**src/rtl/aes_block_packer.sv**
```systemverilog
// Purpose: packs a byte-serial plaintext stream into 128-bit AES blocks, first byte in the MSB lane.
// Latency: block_valid is registered on the edge that accepts the 16th byte and is visible the next cycle.
// Backpressure: byte_ready drops while a finished block waits; the block is held frozen until block_ready.
module aes_block_packer #(
    // Bytes per block. The datapath is sized for AES-128 and only 16 is supported.
    parameter int NBYTES = 16
) (
    input  logic         clk,
    input  logic         rst,
    input  logic         clear,
    input  logic [7:0]   byte_in,
    input  logic         byte_valid,
    output logic         byte_ready,
    output logic [127:0] block_data,
    output logic         block_valid,
    input  logic         block_ready,
    output logic [4:0]   fill_count
);

    typedef enum logic {
        ST_FILL = 1'b0,
        ST_FULL = 1'b1
    } state_t;

    state_t         state_q,       state_d;
    logic [127:0]   block_data_q,  block_data_d;
    logic           block_valid_q, block_valid_d;
    logic [4:0]     fill_count_q,  fill_count_d;

    logic           byte_acc;
    logic           handoff;
    logic           last_byte;

    // Ready comes from state and reset only, so it never loops through byte_valid or block_ready.
    assign byte_ready = (state_q == ST_FILL) && !rst;
    assign byte_acc   = byte_valid && byte_ready;
    assign handoff    = block_valid_q && block_ready;
    assign last_byte  = (fill_count_q == 5'(NBYTES - 1));

    // Next-state: clear outranks both handshakes; bytes land in the lane selected by fill_count.
    always_comb begin
        state_d       = state_q;
        block_data_d  = block_data_q;
        block_valid_d = block_valid_q;
        fill_count_d  = fill_count_q;

        if (clear) begin
            // Partial bytes already written into block_data stay there; only the count is dropped.
            state_d       = ST_FILL;
            block_valid_d = 1'b0;
            fill_count_d  = 5'd0;
        end else begin
            case (state_q)
                ST_FILL: begin
                    if (byte_acc) begin
                        for (int i = 0; i < 16; i++) begin
                            if (fill_count_q[3:0] == 4'(i)) begin
                                block_data_d[127 - 8*i -: 8] = byte_in;
                            end
                        end
                        fill_count_d = fill_count_q + 5'd1;
                        if (last_byte) begin
                            state_d       = ST_FULL;
                            block_valid_d = 1'b1;
                        end
                    end
                end
                ST_FULL: begin
                    // block_data is left as-is after handoff so the core can still see it.
                    if (handoff) begin
                        state_d       = ST_FILL;
                        block_valid_d = 1'b0;
                        fill_count_d  = 5'd0;
                    end
                end
                default: begin
                    state_d       = ST_FILL;
                    block_valid_d = 1'b0;
                    fill_count_d  = 5'd0;
                end
            endcase
        end
    end

    // State registers with synchronous reset; reset also zeroes the block register.
    always_ff @(posedge clk) begin
        if (rst) begin
            state_q       <= ST_FILL;
            block_data_q  <= '0;
            block_valid_q <= 1'b0;
            fill_count_q  <= 5'd0;
        end else begin
            state_q       <= state_d;
            block_data_q  <= block_data_d;
            block_valid_q <= block_valid_d;
            fill_count_q  <= fill_count_d;
        end
    end

    assign block_data  = block_data_q;
    assign block_valid = block_valid_q;
    assign fill_count  = fill_count_q;

endmodule

```
**config.mk**
```make
export PLATFORM = sky130hd
export DESIGN_NAME = aes_block_packer
export DESIGN_NICKNAME = d
export VERILOG_FILES = /design/src/rtl/aes_block_packer.sv
export SDC_FILE = /design/constraint.sdc
export NUM_CORES = 1
export LEC_CHECK = 0
export CORE_MARGIN = 2
export CORE_UTILIZATION = 48
export CTS_CLUSTER_SIZE = 24
export DETAILED_ROUTE_END_ITERATION = 10
export GPL_ROUTABILITY_DRIVEN = 0
export PLACE_DENSITY = 0.75
export SETUP_SLACK_MARGIN = 0.15
export SYNTH_ARGS = -nofsm -noshare
export SYNTH_HDL_FRONTEND = slang
export SYNTH_SLANG_ARGS = --single-unit
```
**constraint.sdc**
```tcl
create_clock -name clk -period 2.3 [get_ports clk]
set_input_delay 0.69 -clock clk [delete_from_list [all_inputs] [get_ports clk]]
set_output_delay 0.69 -clock clk [all_outputs]
set_load 0.01 [all_outputs]
```
==> impl_metrics.csv <==
group,metric,value,unit
yosys,synth.avg_cell_area,8.452,µm²
final_layout,multi_input_area,0.002501,mm²
placement,place.detailed.hpwl,10.88,mm
power_and_ir_drop,irDropWorstVdd,0.0004451,V
yosys,mappedNetlistNets,675,
floorplan,dieWidth,111.6,µm
final_layout,diodes,0,
setup_path,worst_setup_path_startpoint,"fill_count[3]$_SDFFE_PP0P_",
power_and_ir_drop,pwr_density_cell,662.1,mW/mm²
yosys,synth_adder_area_share,1.127,%
final_layout,fill_cells,935,
clock_network,cts.clk_slew.worst_paths,0.06,ns
route,wire_per_inst,18.11,µm
clock_network,cts-hold-fix-buffers,0,
clock_network,postCtsSetupRepairBufs,0,
clock_network,clockBufferDepth,2,
yosys,post_synthesis_share_of_cell_area_spent_on_xor_and_xnor_gates,0,%
setup_path,cp_data_required_time,1.61,ns
yosys,ys_dominant_reg_cell,"dfxtp_1",
setup_path,path_delay_family,"buffers and inverters",
yosys,synth_top_family_by_area,"compound AO/OA/AOI/OAI gates",
setup_path,timing.critical_path.to_type,"output port",
run,maxCapViolations,0,
route,drt-vias-per-instance,5.929,
min_path,hold_path.class,"flip-flop to flip-flop",
floorplan,floorplan.rows,39,
floorplan,die_height,111.6,µm
global_route,global_routing_met2_resource_utilization,46.38,%
global_route,grt_start_max_net_pins,67,
final_layout,finalNetCount,802,
yosys,post-synth-top-count-cell,"dfxtp_1",
final_layout,area.growth.synth_to_final,40.02,%
yosys,synth_edf_count,0,
clock_network,cts-htree-levels,4,
yosys,synth.yosys.seq_area_share,48.67,%
sta,unrepaired_setup_endpoints_after_global_routing,"false",
setup_path,critPathLaunchType,"flip-flop",
setup_path,worstPathCellList,"clkdlybuf4s50_1",
final_layout,post_route_cells_drive_above_1_share,10.92,%
placement,pre_cts_ws,-0.1047,ns
setup_path,crit_arrival,1.38,ns
route,dr.first_iter.drc_count,465,
global_route,gr-usage-met1,33.32,%
sta,max_clock_freq,0.4837,GHz
setup_path,critical-path-max-stage-delay,0.56,ns
route,drtPass1Iterations,6,
clock_network,clkLatencyLatePin,0.41,ns
clock_network,cts_num_sinks,135,
yosys,post_synth_most_frequent_cells,"135 x dfxtp_1, 128 x nand3_1, 124 x a21oi_1",
floorplan,design.core.area,0.01137,mm²
sta,finClkSkew,0.01390,ns
yosys,synth.area.top_cells,"dfxtp_1 49%, nand3_1 12%, a21oi_1 11%",
placement,buffer_ports.inserted,147,
setup_path,reg_to_reg_startpoint,"fill_count[1]$_SDFFE_PP0P_",
clock_network,cts_buffers,17,
global_route,global_route.usage.total,26.78,%
yosys,synth_area,0.005553,mm²
floorplan,initial_core_util,48.84,%
yosys,synthDominantAreaCellType,"dfxtp_1",
sta,min_period,2.068,ns
global_route,groute.layer.met3.usage,6.042,%
power_and_ir_drop,leakage,2.549,nW
route,final_antenna_net_count,0,
final_layout,register_area,0.002711,mm²
sta,finalMaxSlewViolations,0,
route,route.vias.total,5573,
status,status,"completed",
sta,setup_viol,0,
min_path,min_from,"block_data[14]$_SDFFE_PP0P_",
yosys,muxShareOfSynthArea,1.577,%
yosys,synth_compound_area_share,23.30,%
setup_path,rrSetupSlack,0.41,ns
yosys,asr_flop_ratio_synth,0,%
yosys,postSynthCellCount,657,
route,drcViolationCount,0,
sta,relSlewSlack,55.66,%
setup_path,cp.buffers_inverters,1,
setup_path,cp_max_fo,9,
sta,timing.hold.ws,0.4794,ns
route,detailed_route_wl,17.02,mm
global_route,first_global_vias,5298,
yosys,register_bit_total_from_synthesis,135,
sta,finalHoldViolations,0,
clock_network,clock_tree_from_tritoncts,"done",
yosys,yosys.area_share.simple,18.95,%
yosys,synth_top_area_share,48.67,%
yosys,synth-warning-count,0,
yosys,netlist-cell-type-count,39,
power_and_ir_drop,total_power,5.148,mW
sta,timing_worst_slew_pin_value,0.6651,ns
sta,final.period_utilization,89.89,%
setup_path,worst_path_max_delay_cell,"clkdlybuf4s50_1",
setup_path,timing.setup.critical_path_class,"flip-flop to output port",
global_route,grt_antenna_before_repair,0,
global_route,grt_busiest_layer,"met2",
floorplan,design.die.area,0.01244,mm²
global_route,globalRoute.totalOverflow,0,
global_route,grt_first_pass_wirelength,26.94,mm
sta,final_critical_path_setup_slack,0.2324,ns
floorplan,top_level_ports,148,
clock_network,clock-root-buffer,"clkbuf_16",
==> layer usage <==
| metal | share of wire [%] | vias up |
|---|---|---|
| met5 | 0 | - |
| met4 | 1.9 | 0 |
| met3 | 7.7 | 25 |
| met2 | 51 | 274 |
| met1 | 39 | 2640 |
| li1 | - | 2634 |
==> cells by family (layout without fill, tap and decap cells) <==
| group | Yosys count | count (layout) |
|---|---|---|
| AO/OA/AOI/OAI | 252 | 252 |
| AND/OR/NAND/NOR | 180 | 180 |
| flip-flops | 135 | 135 |
| buffers and inverters | 77 | 217 |
| multiplexers | 8 | 8 |
| adder cells (fa/ha/maj) | 5 | 5 |
==> final timing paths <==
check,end,cells after the start
min reg2reg,block_data[14]$_SDFFE_PP0P_,2
max reg2reg,fill_count[4]$_SDFFE_PP0P_,6
max,fill_count[3],1
min,block_data[14]$_SDFFE_PP0P_,2
==> repair_timing <==
item,CTS,global route
endpoints found under the setup margin,2,8
pin swaps,0,0
resized for setup,2,7
==> sequential cells by signal, summed over array words and instances (netlist names) <==
register	flops
block_data	128
fill_count	5
state_q	1
block_valid	1
==> stage by stage <==
stage / setup TNS, ns / util [%] / std cells / area (µm²)
2_1_floorplan: 0 / - / 657 / 5554
5_1_grt: 0 / 68.38 / 940 / 7775
4_1_cts: 0 / 68.23 / 940 / 7757
3_3_place_gp: -0.06381 / 63.33 / 908 / 7201
3_5_place_dp: -3.152 / 63.33 / 908 / 7201
6_report: 0 / 68.38 / 940 / 7775
==> worst reg2reg max path, delay by kind of cell (launching register included) <==
family                   cells  cell delay, ns
AND/OR/NAND/NOR              2            0.41
adder cells (fa/ha/maj)      2            0.65
AO/OA/AOI/OAI                1            0.12
flip-flops                   1            0.40
buffers and inverters        1            0.26
==> cells in the final DEF, fill, tap and decap left out, types with 7 or more instances in the layout <==
| cell type | instances |
|---|---|
| buf_4 | 27 |
| o21ai_1 | 40 |
| nand3_1 | 127 |
| buf_12 | 7 |
| clkdlybuf4s50_1 | 145 |
| clkbuf_16 | 17 |
| o21ai_0 | 80 |
| dfxtp_1 | 130 |
| a21oi_1 | 124 |
==> layout make-up <==
cell class / instances / area share, %
Sequential cell: 135 / 34.87
Multi-Input combinational cell: 445 / 32.17
Timing Repair Buffer: 180 / 23.24
Clock buffer: 19 / 5.568
Tap cell: 143 / 2.301
Clock inverter: 13 / 1.561
Inverter: 5 / 0.2897
==> report_power, final <==
part,total (mW),switching [mW],internal (mW)
Clock,2.54,1.04,1.50
Combinational,0.262,0.175,0.0870
Sequential,2.35,0.00534,2.34
Total,5.15,1.22,3.93
No activity file was read; power rests on OpenSTA's default activity.
